File: src/rtl/reg_write_sched_if.sv
// Bus bundle for the write-back scheduler: requester handshake on one side,
// register-file write ports, PC update port and stall counter on the other.
interface reg_write_sched_if #(
   parameter int N     = 32,
   parameter int NREQ  = 4,
   parameter int CNT_W = 16
);
   logic [NREQ-1:0]   req_valid;
   logic [4*NREQ-1:0] req_addr;
   logic [N*NREQ-1:0] req_data;
   logic [NREQ-1:0]   req_ready;

   logic              wr_en_1;
   logic [3:0]        wr_addr_1;
   logic [N-1:0]      wr_data_1;
   logic              wr_en_2;
   logic [3:0]        wr_addr_2;
   logic [N-1:0]      wr_data_2;
   logic              pc_write;
   logic [N-1:0]      pc_update;
   logic [CNT_W-1:0]  stall_cnt;

   // Requester / observer side
   modport master (
      output req_valid, req_addr, req_data,
      input  req_ready,
      input  wr_en_1, wr_addr_1, wr_data_1,
      input  wr_en_2, wr_addr_2, wr_data_2,
      input  pc_write, pc_update, stall_cnt
   );

   // Scheduler side
   modport slave (
      input  req_valid, req_addr, req_data,
      output req_ready,
      output wr_en_1, wr_addr_1, wr_data_1,
      output wr_en_2, wr_addr_2, wr_data_2,
      output pc_write, pc_update, stall_cnt
   );
endinterface

File: src/rtl/reg_write_sched.sv
// Write-back scheduler for a 16x32 register file. Four requesters share two
// general write ports and a dedicated PC (R15) port. Grants are computed
// combinationally in round-robin order; granted writes are registered and
// driven on the register-file ports one cycle later. Two writes to the same
// register in one cycle are never both granted: the later one in scan order
// waits a cycle so that it lands last.
module reg_write_sched #(
   parameter int N     = 32,
   parameter int NREQ  = 4,
   parameter int CNT_W = 16
) (
   input logic          clk,
   input logic          rst_n,
   reg_write_sched_if.slave bus
);

   localparam logic [3:0] PC_ADDR = 4'd15;

   // Per-requester views of the packed request buses
   logic [3:0]   addr_a [NREQ];
   logic [N-1:0] data_a [NREQ];

   generate
      for (genvar gi = 0; gi < NREQ; gi++) begin : g_unpack
         assign addr_a[gi] = bus.req_addr[4*gi +: 4];
         assign data_a[gi] = bus.req_data[N*gi +: N];
      end
   endgenerate

   // State
   logic [1:0]       rr_ptr_q,    rr_ptr_d;
   logic             wr_en_1_q,   wr_en_1_d;
   logic [3:0]       wr_addr_1_q, wr_addr_1_d;
   logic [N-1:0]     wr_data_1_q, wr_data_1_d;
   logic             wr_en_2_q,   wr_en_2_d;
   logic [3:0]       wr_addr_2_q, wr_addr_2_d;
   logic [N-1:0]     wr_data_2_q, wr_data_2_d;
   logic             pc_write_q,  pc_write_d;
   logic [N-1:0]     pc_update_q, pc_update_d;
   logic [CNT_W-1:0] stall_cnt_q, stall_cnt_d;

   // Grant-scan results
   logic [NREQ-1:0] grant;
   logic [NREQ-1:0] req_ready;
   logic [1:0]      sel_1, sel_2, sel_pc;
   logic            use_1, use_2, use_pc;
   logic [1:0]      last_idx;
   logic            any_grant;
   logic [15:0]     taken;
   logic [1:0]      scan_idx;
   logic            stalled;

   // Round-robin scan: assign each valid request to the PC slot or the first
   // free general port, skipping any register already granted this cycle.
   always_comb begin
      grant     = '0;
      sel_1     = 2'd0;
      sel_2     = 2'd0;
      sel_pc    = 2'd0;
      use_1     = 1'b0;
      use_2     = 1'b0;
      use_pc    = 1'b0;
      last_idx  = rr_ptr_q;
      any_grant = 1'b0;
      taken     = '0;
      scan_idx  = rr_ptr_q;
      for (int k = 0; k < NREQ; k++) begin
         scan_idx = rr_ptr_q + 2'(k);
         if (bus.req_valid[scan_idx] && !taken[addr_a[scan_idx]]) begin
            if (addr_a[scan_idx] == PC_ADDR) begin
               if (!use_pc) begin
                  use_pc           = 1'b1;
                  sel_pc           = scan_idx;
                  grant[scan_idx]  = 1'b1;
                  taken[PC_ADDR]   = 1'b1;
                  last_idx         = scan_idx;
                  any_grant        = 1'b1;
               end
            end else if (!use_1) begin
               use_1                  = 1'b1;
               sel_1                  = scan_idx;
               grant[scan_idx]        = 1'b1;
               taken[addr_a[scan_idx]] = 1'b1;
               last_idx               = scan_idx;
               any_grant              = 1'b1;
            end else if (!use_2) begin
               use_2                  = 1'b1;
               sel_2                  = scan_idx;
               grant[scan_idx]        = 1'b1;
               taken[addr_a[scan_idx]] = 1'b1;
               last_idx               = scan_idx;
               any_grant              = 1'b1;
            end
         end
      end
   end

   // Ready is suppressed while reset is asserted so nothing transfers then
   assign req_ready     = grant & {NREQ{rst_n}};
   assign bus.req_ready = req_ready;
   assign stalled       = |(bus.req_valid & ~req_ready);

   // Next-state: issue registers, pointer advance and saturating stall count
   always_comb begin
      rr_ptr_d    = any_grant ? (last_idx + 2'd1) : rr_ptr_q;

      wr_en_1_d   = use_1;
      wr_addr_1_d = use_1 ? addr_a[sel_1] : wr_addr_1_q;
      wr_data_1_d = use_1 ? data_a[sel_1] : wr_data_1_q;

      wr_en_2_d   = use_2;
      wr_addr_2_d = use_2 ? addr_a[sel_2] : wr_addr_2_q;
      wr_data_2_d = use_2 ? data_a[sel_2] : wr_data_2_q;

      pc_write_d  = use_pc;
      pc_update_d = use_pc ? data_a[sel_pc] : pc_update_q;

      stall_cnt_d = stall_cnt_q;
      if (stalled && (stall_cnt_q != {CNT_W{1'b1}})) begin
         stall_cnt_d = stall_cnt_q + CNT_W'(1);
      end
   end

   // State registers; reset drops any registered-but-unissued write at once
   always_ff @(posedge clk or negedge rst_n) begin
      if (!rst_n) begin
         rr_ptr_q    <= 2'd0;
         wr_en_1_q   <= 1'b0;
         wr_addr_1_q <= 4'd0;
         wr_data_1_q <= '0;
         wr_en_2_q   <= 1'b0;
         wr_addr_2_q <= 4'd0;
         wr_data_2_q <= '0;
         pc_write_q  <= 1'b0;
         pc_update_q <= '0;
         stall_cnt_q <= '0;
      end else begin
         rr_ptr_q    <= rr_ptr_d;
         wr_en_1_q   <= wr_en_1_d;
         wr_addr_1_q <= wr_addr_1_d;
         wr_data_1_q <= wr_data_1_d;
         wr_en_2_q   <= wr_en_2_d;
         wr_addr_2_q <= wr_addr_2_d;
         wr_data_2_q <= wr_data_2_d;
         pc_write_q  <= pc_write_d;
         pc_update_q <= pc_update_d;
         stall_cnt_q <= stall_cnt_d;
      end
   end

   assign bus.wr_en_1   = wr_en_1_q;
   assign bus.wr_addr_1 = wr_addr_1_q;
   assign bus.wr_data_1 = wr_data_1_q;
   assign bus.wr_en_2   = wr_en_2_q;
   assign bus.wr_addr_2 = wr_addr_2_q;
   assign bus.wr_data_2 = wr_data_2_q;
   assign bus.pc_write  = pc_write_q;
   assign bus.pc_update = pc_update_q;
   assign bus.stall_cnt = stall_cnt_q;

endmodule

File: src/flat_wrapper.sv
// flat-port wrapper written by rule: the top's interface ports become plain ports
module reg_write_sched_flat 
#(
   parameter int N     = 32,
   parameter int NREQ  = 4,
   parameter int CNT_W = 16
)
  (clk, rst_n, bus_req_valid, bus_req_addr, bus_req_data, bus_req_ready, bus_wr_en_1, bus_wr_addr_1, bus_wr_data_1, bus_wr_en_2, bus_wr_addr_2, bus_wr_data_2, bus_pc_write, bus_pc_update, bus_stall_cnt);
  reg_write_sched_if #(.N(N), .NREQ(NREQ), .CNT_W(CNT_W)) bus_i ();
  input logic clk;
  input logic rst_n;
  input wire logic [$bits(bus_i.req_valid)-1:0] bus_req_valid;
  input wire logic [$bits(bus_i.req_addr)-1:0] bus_req_addr;
  input wire logic [$bits(bus_i.req_data)-1:0] bus_req_data;
  output wire logic [$bits(bus_i.req_ready)-1:0] bus_req_ready;
  output wire logic [$bits(bus_i.wr_en_1)-1:0] bus_wr_en_1;
  output wire logic [$bits(bus_i.wr_addr_1)-1:0] bus_wr_addr_1;
  output wire logic [$bits(bus_i.wr_data_1)-1:0] bus_wr_data_1;
  output wire logic [$bits(bus_i.wr_en_2)-1:0] bus_wr_en_2;
  output wire logic [$bits(bus_i.wr_addr_2)-1:0] bus_wr_addr_2;
  output wire logic [$bits(bus_i.wr_data_2)-1:0] bus_wr_data_2;
  output wire logic [$bits(bus_i.pc_write)-1:0] bus_pc_write;
  output wire logic [$bits(bus_i.pc_update)-1:0] bus_pc_update;
  output wire logic [$bits(bus_i.stall_cnt)-1:0] bus_stall_cnt;
  assign bus_i.req_valid = bus_req_valid;
  assign bus_i.req_addr = bus_req_addr;
  assign bus_i.req_data = bus_req_data;
  assign bus_req_ready = bus_i.req_ready;
  assign bus_wr_en_1 = bus_i.wr_en_1;
  assign bus_wr_addr_1 = bus_i.wr_addr_1;
  assign bus_wr_data_1 = bus_i.wr_data_1;
  assign bus_wr_en_2 = bus_i.wr_en_2;
  assign bus_wr_addr_2 = bus_i.wr_addr_2;
  assign bus_wr_data_2 = bus_i.wr_data_2;
  assign bus_pc_write = bus_i.pc_write;
  assign bus_pc_update = bus_i.pc_update;
  assign bus_stall_cnt = bus_i.stall_cnt;
  reg_write_sched #(.N(N), .NREQ(NREQ), .CNT_W(CNT_W)) u_core (.clk(clk), .rst_n(rst_n), .bus(bus_i));
endmodule
File: config.mk
export PLATFORM = sky130hd
export DESIGN_NAME = reg_write_sched_flat
export DESIGN_NICKNAME = d
export VERILOG_FILES = /design/src/rtl/reg_write_sched_if.sv /design/src/rtl/reg_write_sched.sv /design/src/flat_wrapper.sv
export SDC_FILE = /design/constraint.sdc
export NUM_CORES = 1
export LEC_CHECK = 0
export CAP_MARGIN = 0
export CORE_ASPECT_RATIO = 1.75
export CORE_UTILIZATION = 54
export DETAILED_ROUTE_END_ITERATION = 8
export GPL_TIMING_DRIVEN = 0
export PLACE_DENSITY = 0.94
export SYNTH_ARGS = -nofsm -noshare
export SYNTH_HDL_FRONTEND = slang
export SYNTH_SLANG_ARGS = --single-unit
export TNS_END_PERCENT = 1
File: constraint.sdc
create_clock -name clk -period 8.4 [get_ports clk]
set_input_delay 0.84 -clock clk [delete_from_list [all_inputs] [get_ports clk]]
set_output_delay 0.84 -clock clk [all_outputs]
set_load 0.02 [all_outputs]
==> results.md, run 1 <==
* Largest net degree at the start of global routing at just under 80
* Vias/cell at ~6.7
* Overflow after GRT at 0
* Longest Clk Path Bufs at 2
* Postcts setup bufs at 0
* Worst-path clk slew at 0.06 ns
* Detail Route Antenna Nets at 0
* Chip height at ~190 um
* Synth Instances at 1016
* Clock latency on the worst-skew pair at approximately 0.43 ns
* Synthesis-to-finish area growth at 35.11%
* Via count at about 10000
* WL met2 at roughly 20000 um
* Clk_skew at around 0.0054 ns
* Starting Density at 0.5540
* Setup Viol. Count Final at 0
* CP Max Fanout at 10
* CP startpoint kind: register
* Slew headroom at 0.09873
* Setup_tns at 0 ns
* Layout cells sized above 1 at 0.1488
* Global-route usage over all layers at 0.4014
* Rows at 66
* Routability cong. at roughly 0.92
* List of most frequent post-synthesis cells: 215 x mux2i_1, 125 x dfrtp_1, 90 x nand2_1
* Root Buffer: clkbuf_16
* Remaining DRCs at 0
* CP Class: register to primary output
* WP data required at 7.56 ns
* Mapped cell area at 10380 um2
* Status: finished, final reports clean
* Synth Flop Type: dfrtp_1
* Synth top area cells: dfrtp_1 30%, mux2i_1 21%, mux2_2 7.8%, mux4_2 4.1%, o221ai_1 3.4%
* Crit path buffers/inverters at 9
* Port bufs at ~280
* Ys async rst share at 1.000
* First-pass GRT wire length at ~60000 um
* M1 WL at 13820 um
* Nets at 1467
* Unrepaired setup endpoints after global routing: false
* DP HPWL at ~29000 um
* Top-level port count at between 200 and 300
* Routed wl met3 at ~2800 um
* DR iter-0 viols at slightly below 800
* Vias in the first global route at 10973
* Per-cell routed wire length at 25.23 um
* Post-Syn Area per Cell at ~10 um2
* WP data arrival at a little over 7 ns
* Drt pass-1 iters at 5
* Number of max-cap violations at 0
* Slowest-stage cell, CP: mux4_2
* Post-synth EDFFs at 0
* Clk sink count at between 100 and 150
* Worst Tran Pin Value at 1.352 ns
* Mapped Nets at 1171
* Hold violation total from the final report at 0
* CTS buffer count at 17
* Register area share after synthesis at 0.3012
* Resize count post-CTS at 0
* Hold crit path type: primary input to async pin
* Count leader, synth: mux2i_1
* Cell mode on critical path: buf_4
* Crit path capture type: primary output
* Final Cycle Share at 0.9523
* Die area at around 20000 um2
* Slowest Stage Delay on Critical Path at between 0.5 and 0.6 ns
* Max Slew Vio Count at 0
* Period minus WS final at roughly 8 ns
* Cell Chain, Critical Path: buf_6 > buf_4 > buf_2 > clkinv_1 > ha_1 > clkbuf_2 > buf_4 > mux4_2 > buf_4 > nand3b_1 > a41oi_1 > a221oi_1 > o32ai_2 > a221oi_2 > nor4b_2 > a21oi_1 > or3_1 > or4b_2 > clkbuf_1 > o221ai_1 > and2_1 > clkdlybuf4s50_1
* Ys Warns at 0
* # H-tree levels at 4
* Core area at between 15000 and 20000 um2
* Yosys top cell by area: dfrtp_1
* CTS tree: built
* CP delay by family, top: buffers and inverters
* Post-synthesis sequential element count at between 100 and 150
* Die width at approximately 110 um
* Uppermost layer routed: met4
* Library cells used by synthesis at 92
* Initial antenna violation count at 0
* Final WL at just under 40000 um
* Fmax at approximately 130 MHz
* Post-CTS Hold Buffers at 0
* Yosys top cell area share at 0.3012
## flip-flops by register name (all words and copies together), names as in the netlist
name and cells:
u_core.bus.wr_en_1 1, u_core.bus.wr_data_1 32, u_core.bus.wr_addr_2 4, u_core.bus.wr_data_2 32
u_core.bus.pc_update 32, u_core.bus.wr_en_2 1, u_core.bus.stall_cnt 16, u_core.rr_ptr_q 2
u_core.bus.wr_addr_1 4, u_core.bus.pc_write 1
## layout by cell type, fill, tap and decap left out, drive strengths merged, types with 5 or more instances in the layout
cell,instances
and2,7
mux2i,215
xnor2,19
buf,42
xor2,10
o22ai,15
o221ai,40
mux4,20
nand3,21
nand2b,8
nor2b,36
clkdlybuf4s50,275
a31oi,5
ha,5
nor2,34
o211ai,8
inv,17
mux2,72
nand2,90
dfrtp,125
clkbuf,54
nor3,15
or3,8
and3,7
a211oi,36
o21ai,13
a21oi,44
clkinvlp,5
## layout make-up
type | instances | area (um2)
antenna | 1 | 2.502
buffer | 72 | 485.5
clock buffer | 22 | 464.2
clock inverter | 9 | 90.09
fill | 1308 | 4715
inverter | 18 | 67.56
multi-input combinational | 801 | 6704
sequential | 125 | 3128
tap | 238 | 297.8
timing repair buffer | 277 | 2791
## cells by family after synthesis
family	Yosys count	synth area share
buffers and inverters	90	0.05325
adders and majority gates	6	0.006988
xor gates and xnor gates	29	0.02590
muxes	307	0.3290
AOI/OAI and AO/OA	208	0.1574
and+or+nand+nor	251	0.1263
DFF	125	0.3012
## routing by layer
metal	track usage	vias to the layer above
met5	0	-
met4	0.2827	0
met3	0.06863	177
met2	0.7009	671
met1	0.4370	5131
li1	-	4472
## through the flow
stage	cell area (um2)	std cells	util	hold slack, ns	setup slack (ns)
finish	14030	1563	0.7485	0.3606	0.4008
global route	14030	1562	0.7484	0.4010	0.04572
CTS	14030	1562	0.7484	0.3864	0.5103
detailed placement	13470	1531	0.7188	0.4723	0.9664
global placement	13450	1530	0.7173	0.4694	0.5564
floorplan	10390	1016	-	0.5444	2.492
## final timing paths
check	cells past startpoint	from	to	slack [ns]
min	1	rst_n	u_core.bus.wr_data_1[25]	0.36
min in group clk	1	u_core.bus.stall_cnt[10]	u_core.bus.stall_cnt[10]	0.50
min reg2reg	1	u_core.bus.stall_cnt[10]	u_core.bus.stall_cnt[10]	0.50
max in group asynchronous	2	rst_n	u_core.bus.pc_update[5]	7.25
max reg2reg	19	u_core.rr_ptr_q[0]	u_core.bus.wr_data_2[19]	0.90
max	22	u_core.rr_ptr_q[0]	bus_req_ready[0]	0.40
## worst reg2reg max path: cells and delay by family (launching register included)
family | cells | cell delay [ns]
AOI/OAI and AO/OA | 7 | 2.94
xor gates and xnor gates | 1 | 0.28
adders and majority gates | 1 | 0.35
buffers and inverters | 6 | 1.81
DFF | 1 | 0.53
muxes | 1 | 0.64
and+or+nand+nor | 3 | 0.77
Power of run 1 is not shown: default switching activity piles up to over one toggle a cycle in this logic, so the estimate is an artifact.
==> inputs of run 2 (changes only) <==
CORE_MARGIN = 1.5   (was unset)
==> run 2 against run 1 <==
- cell count about the same
- core utilization increased by 0.81 points
- clock-buffer cell count unchanged
- via count increased by 1.9%
- non-clock buffer count unchanged
- critical path depth unchanged
==> results.md, run 2 (synthesized netlist as in run 1, its figures left out) <==
* Status: finished, final reports clean (unchanged)
* Period minus WS final at 8.062 ns (was 7.999 ns)
* CP Max Fanout at 10 (unchanged)
* Clk_skew at 0.009935 ns (was 0.005394 ns)
* Remaining DRCs at 0 (unchanged)
* Commonest cells after routing, fill and taps aside: 275 x clkdlybuf4s50_1, 215 x mux2i_1, 125 x dfrtp_1 (unchanged)
* Port bufs at 276 (unchanged)
* DP HPWL at 29450 um (was 28540 um)
* Root Buffer: clkbuf_16 (unchanged)
* Synthesis-to-finish area growth at 36.57% (was 35.11%)
* Largest net degree at the start of global routing at 86 (was 77)
* Worst r2r src: u_core.rr_ptr_q[0] (unchanged)
* Number of max-cap violations at 0 (unchanged)
* Filler Cell Count at 1247 (was 1308)
* Postcts setup bufs at 0 (unchanged)
* Worst-path clk slew at 0.06 ns (about the same)
* CTS buffer count at 17 (unchanged)
* DP Worst Slack at 0.6706 ns (was 0.9664 ns)
* Hold crit path type: primary input to async pin (unchanged)
* Initial antenna violation count at 1 (was 0)
* WP data required at 7.56 ns (about the same)
* R2r setup slk at 0.92 ns (was 0.90 ns)
* Slew headroom at 0.1697 (was 0.09873)
* Chip height at 186.5 um (was 185.5 um)
* CP startpoint kind: register (unchanged)
* Worst Tran Pin Value at 1.245 ns (was 1.352 ns)
* Global-route usage over all layers at 0.4144 (was 0.4014)
* Most common cell after layout, fill and taps aside: clkdlybuf4s50_1 (unchanged)
* Final Cycle Share at 0.9598 (was 0.9523)
* CTS tree: built (unchanged)
* Worst setup margin at 0.3378 ns (was 0.4008 ns)
* Per-cell routed wire length at 25.89 um (was 25.23 um)
* First-pass GRT wire length at 63720 um (was 60340 um)
* Starting Density at 0.5540 (unchanged)
* Vias/cell at 6.808 (was 6.687)
* Top-level port count at 277 (unchanged)
* Clk sink count at 125 (unchanged)
* Area occupied by multi-input gates at 6738 um2 (was 6704 um2)
* Nets at 1467 (unchanged)
* Vias in the first global route at 11286 (was 10973)
* WP data arrival at 7.22 ns (was 7.16 ns)
* Resize count post-CTS at 0 (unchanged)
* Final WL at 40490 um (was 39440 um)
* Die area at 20110 um2 (was 19810 um2)
* Drt pass-1 iters at 8 (was 5)
* Register area at 3128 um2 (unchanged)
* DR iter-0 viols at 855 (was 771)
* Die width at 107.8 um (was 106.8 um)
* Setup Viol. Count Final at 0 (unchanged)
* Core area at 18750 um2 (unchanged)
* Longest Clk Path Bufs at 2 (unchanged)
* Routability cong. at 0.9795 (was 0.9244)
* Detail Route Antenna Nets at 0 (unchanged)
* Clock latency on the worst-skew pair at 0.43 ns (about the same)
* Hold violation total from the final report at 0 (unchanged)
* Crit path capture type: primary output (unchanged)
* CP Class: register to primary output (unchanged)
* Via count at 10648 (was 10451)
* Overflow after GRT at 0 (unchanged)
* Layout cells sized above 1 at 0.1517 (was 0.1488)
* Max Slew Vio Count at 0 (unchanged)
* CP startpoint: u_core.rr_ptr_q[0] (unchanged)
* Rows at 66 (unchanged)
* # H-tree levels at 4 (unchanged)
* Post-CTS Hold Buffers at 0 (unchanged)
* Fmax at 124.0 MHz (was 125.0 MHz)
==> run 2: worst paths after layout <==
path                                                 to  cells after the start
worst min register to register  u_core.bus.wr_data_2[8]                      2
worst max register to register  u_core.bus.wr_data_1[5]                     22
min in group clk                u_core.bus.wr_data_2[8]                      2
worst min-delay path                u_core.bus.pc_write                      1
worst max-delay path                   bus_req_ready[0]                     22
max in group asynchronous       u_core.bus.wr_data_1[6]                      2
==> run 2: area by class of cell <==
type                    count  area share
clock inverters            10     0.01297
repair buffers            277      0.1968
plain buffers              72     0.03423
multi-input cells         801      0.4751
clock buffers              22     0.03414
flip-flops and latches    125      0.2206
well taps                 238     0.02100
inverters                  18    0.005029
diodes                      1   0.0001764
==> run 2: worst max-delay path, stage by stage, from the launching register on <==
cell	delay (ns)
dfrtp_1	0.55
buf_6	0.24
buf_4	0.25
buf_2	0.38
clkinvlp_4	0.29
ha_1	0.34
clkbuf_2	0.20
buf_4	0.25
mux4_2	0.54
buf_4	0.20
nand3b_1	0.16
a41oi_1	0.12
a221oi_1	0.42
o32ai_2	0.17
a221oi_4	0.32
nor4b_4	0.33
a21oi_1	0.21
or3_1	0.41
or4b_2	0.22
clkbuf_1	0.30
o221ai_1	0.17
and2_1	0.18
clkdlybuf4s50_1	0.53
==> run 2: metrics by stage <==
step | util | hold slack, ns | TNS [ns] | instances | instance area [um2]
floorplan | - | 0.5444 | 0 | 1016 | 10390
global placement | 0.7173 | 0.4696 | 0 | 1530 | 13450
detailed placement | 0.7188 | 0.4769 | 0 | 1531 | 13470
CTS | 0.7544 | 0.3618 | 0 | 1563 | 14140
global route | 0.7566 | 0.3877 | -0.03705 | 1564 | 14180
finish | 0.7566 | 0.3562 | 0 | 1564 | 14180
==> run 2: per-layer routing <==
metal | vias to the layer above | global-route usage | routed length (um) | part of all wire
li1 | 4485 | - | - | -
met1 | 5145 | 0.4602 | 13800 | 0.34
met2 | 776 | 0.6967 | 20250 | 0.50
met3 | 242 | 0.08557 | 3107 | 0.077
met4 | 0 | 0.2874 | 3342 | 0.083
met5 | - | 0 | 0 | 0
Power of run 2 is left out for the same reason.
==> inputs of run 3 (changes only) <==
SETUP_SLACK_MARGIN = 0.05   (was unset)
==> run 3 against run 2 <==
- clock-buffer cell count did not move
- routed wire length is essentially flat
- hold slack about the same
- critical path depth is the same
- fmax rose by 1.3%
- flip-flop and latch count unchanged
- register-to-register slack improved by 0.11 ns
- core utilization is essentially flat
- global-route usage unchanged
- via count hardly changed
- non-clock buffer count unchanged
==> results.md, run 3 (synthesized netlist as in run 1, its figures left out) <==
* Clk_skew at 0.01035 ns (was 0.009935 ns)
* Critical path depth at 22 (unchanged)
* CP Class: register to primary output (unchanged)
* Worst r2r src: u_core.rr_ptr_q[0] (unchanged)
* Period minus WS final at 7.956 ns (was 8.062 ns)
* Post-Place Cells at 1531 (unchanged)
* Port bufs at 276 (unchanged)
* Clock latency on the worst-skew pair at 0.43 ns (about the same)
* Worst R2R Path Depth at 22 (unchanged)
* First-pass GRT wire length at 63720 um (unchanged)
* Remaining DRCs at 0 (unchanged)
* Hold crit path type: primary input to async pin (unchanged)
* Initial antenna violation count at 1 (unchanged)
* Largest net degree at the start of global routing at 86 (unchanged)
* Starting Density at 0.5540 (unchanged)
* Longest Clk Path Bufs at 2 (unchanged)
* Worst Tran Pin Value at 1.250 ns (was 1.245 ns)
* # H-tree levels at 4 (unchanged)
* Slowest Stage Delay on Critical Path at 0.55 ns (about the same)
* Synthesis-to-finish area growth at 36.59% (was 36.57%)
* Drt pass-1 iters at 8 (unchanged)
* Final WL at 40510 um (was 40490 um)
* R2r setup slk at 1.03 ns (was 0.92 ns)
* Vias in the first global route at 11286 (unchanged)
* Filler Cell Count at 1246 (was 1247)
* Worst setup margin at 0.4444 ns (was 0.3378 ns)
* Routability cong. at 0.9795 (unchanged)
* Worst-path clk slew at 0.06 ns (about the same)
* Overflow after GRT at 0 (unchanged)
* Unrepaired setup endpoints after global routing: false
* DP HPWL at 29450 um (unchanged)
* DP Worst Slack at 0.6706 ns (unchanged)
* CTS tree: built (unchanged)
* DR iter-0 viols at 855 (unchanged)
* Most common cell after layout, fill and taps aside: clkdlybuf4s50_1 (unchanged)
* Slowest-stage cell, CP: dfrtp_1 (unchanged)
* Chip height at 186.5 um (unchanged)
* Root Buffer: clkbuf_16 (unchanged)
* Commonest cells after routing, fill and taps aside: 275 x clkdlybuf4s50_1, 215 x mux2i_1, 125 x dfrtp_1 (unchanged)
* Layout Cells excl Fill at 1564 (unchanged)
* Detail Route Antenna Nets at 0 (unchanged)
* WP data required at 7.56 ns (about the same)
* Die width at 107.8 um (unchanged)
* Rows at 66 (unchanged)
* Postcts setup bufs at 0 (unchanged)
* Vias/cell at 6.812 (was 6.808)
* Fmax at 125.7 MHz (was 124.0 MHz)
* Core area at 18750 um2 (unchanged)
* Die area at 20110 um2 (unchanged)
* Setup Viol. Count Final at 0 (unchanged)
* R2R Path End: u_core.bus.wr_data_1[5] (unchanged)
* Layout cells sized above 1 at 0.1517 (unchanged)
* Per-cell routed wire length at 25.90 um (was 25.89 um)
* Number of max-cap violations at 0 (unchanged)
* Global-route usage over all layers at 0.4144 (unchanged)
* WP data arrival at 7.12 ns (was 7.22 ns)
* CP delay by family, top: buffers and inverters (unchanged)
* CP Max Fanout at 10 (unchanged)
* Clk sink count at 125 (unchanged)
* Slew headroom at 0.1669 (was 0.1697)
* Cell mode on critical path: buf_4 (unchanged)
* Crit path capture type: primary output (unchanged)
* CTS buffer count at 17 (unchanged)
* Setup_tns at 0 ns (unchanged)
* Final Cycle Share at 0.9471 (was 0.9598)
* Nets at 1467 (unchanged)
* Cell Chain, Critical Path: buf_6 > buf_4 > clkbuf_4 > clkinvlp_4 > ha_1 > clkbuf_2 > buf_4 > mux4_2 > buf_4 > nand3b_1 > a41oi_1 > a221oi_1 > o32ai_2 > a221oi_4 > nor4b_4 > a21oi_1 > or3_1 > or4b_2 > clkbuf_1 > o221ai_1 > and2_1 > clkdlybuf4s50_1 (was buf_6 > buf_4 > buf_2 > clkinvlp_4 > ha_1 > clkbuf_2 > buf_4 > mux4_2 > buf_4 > nand3b_1 > a41oi_1 > a221oi_1 > o32ai_2 > a221oi_4 > nor4b_4 > a21oi_1 > or3_1 > or4b_2 > clkbuf_1 > o221ai_1 > and2_1 > clkdlybuf4s50_1)
* Hold violation total from the final report at 0 (unchanged)
* Top-level port count at 277 (unchanged)
* Crit path buffers/inverters at 9 (unchanged)
* Hold Worst Slack at 0.3564 ns (was 0.3562 ns)
* Status: finished, final reports clean (unchanged)
* Max Slew Vio Count at 0 (unchanged)
* Via count at 10654 (was 10648)
* CP startpoint kind: register (unchanged)
==> run 3: changes by cell type in the layout (fill, tap and decap cells not counted) <==
| cell | delta |
|---|---|
| buf_2 | -1 |
| clkbuf_4 | +1 |
==> run 3: worst max path at each step <==
stage,startpoint,end
5_1_grt,u_core.rr_ptr_q[0],bus_req_ready[0]
3_3_place_gp,rst_n,bus_req_ready[1]
6_report,u_core.rr_ptr_q[0],bus_req_ready[0]
3_5_place_dp,u_core.rr_ptr_q[0],bus_req_ready[0]
2_1_floorplan,u_core.rr_ptr_q[0],bus_req_ready[0]
4_1_cts,u_core.rr_ptr_q[0],bus_req_ready[0]
==> run 3: cell type report <==
type	count	area [um2]	area share
Inverter	18	71.32	0.005028
Clock inverter	10	183.9	0.01297
Tap cell	238	297.8	0.02099
Sequential cell	125	3128	0.2205
Buffer	72	488.0	0.03440
Antenna cell	1	2.502	0.0001764
Timing Repair Buffer	277	2791	0.1968
Clock buffer	22	484.2	0.03414
Multi-Input combinational cell	801	6738	0.4750
==> run 3: layer usage <==
metal,vias up,global-route usage,part of all wire
li1,4485,-,-
met1,5155,0.4602,0.34
met4,0,0.2874,0.081
met3,236,0.08557,0.077
met2,778,0.6967,0.50
met5,-,0,0
==> run 3: worst register-to-register path: stages (launching register included) <==
cell        delay (ns)
dfrtp_1           0.55
buf_6             0.24
buf_4             0.25
clkbuf_4          0.32
clkinvlp_4        0.24
ha_1              0.33
clkbuf_2          0.20
buf_4             0.25
mux4_2            0.55
buf_4             0.20
nand3b_1          0.17
a41oi_1           0.12
a221oi_1          0.42
o32ai_2           0.17
a221oi_4          0.32
nor4b_4           0.33
nand2_1           0.22
o21ai_1           0.20
xnor2_1           0.48
clkbuf_1          0.99
mux2i_1           0.29
mux2i_1           0.13
mux2_2            0.29
==> run 3: timing repair <==
item	4_1_cts	5_1_grt
hold buffers	0	0
endpoints found under the hold margin	0	0
endpoints found under the setup margin	0	4
resized for setup	0	6
==> run 3: metrics by stage <==
stage          instance area, um2    util
2_1_floorplan               10390       -
3_3_place_gp                13450  0.7173
3_5_place_dp                13470  0.7188
4_1_cts                     14140  0.7544
5_1_grt                     14180  0.7567
6_report                    14180  0.7567
Power of run 3 is left out for the same reason.
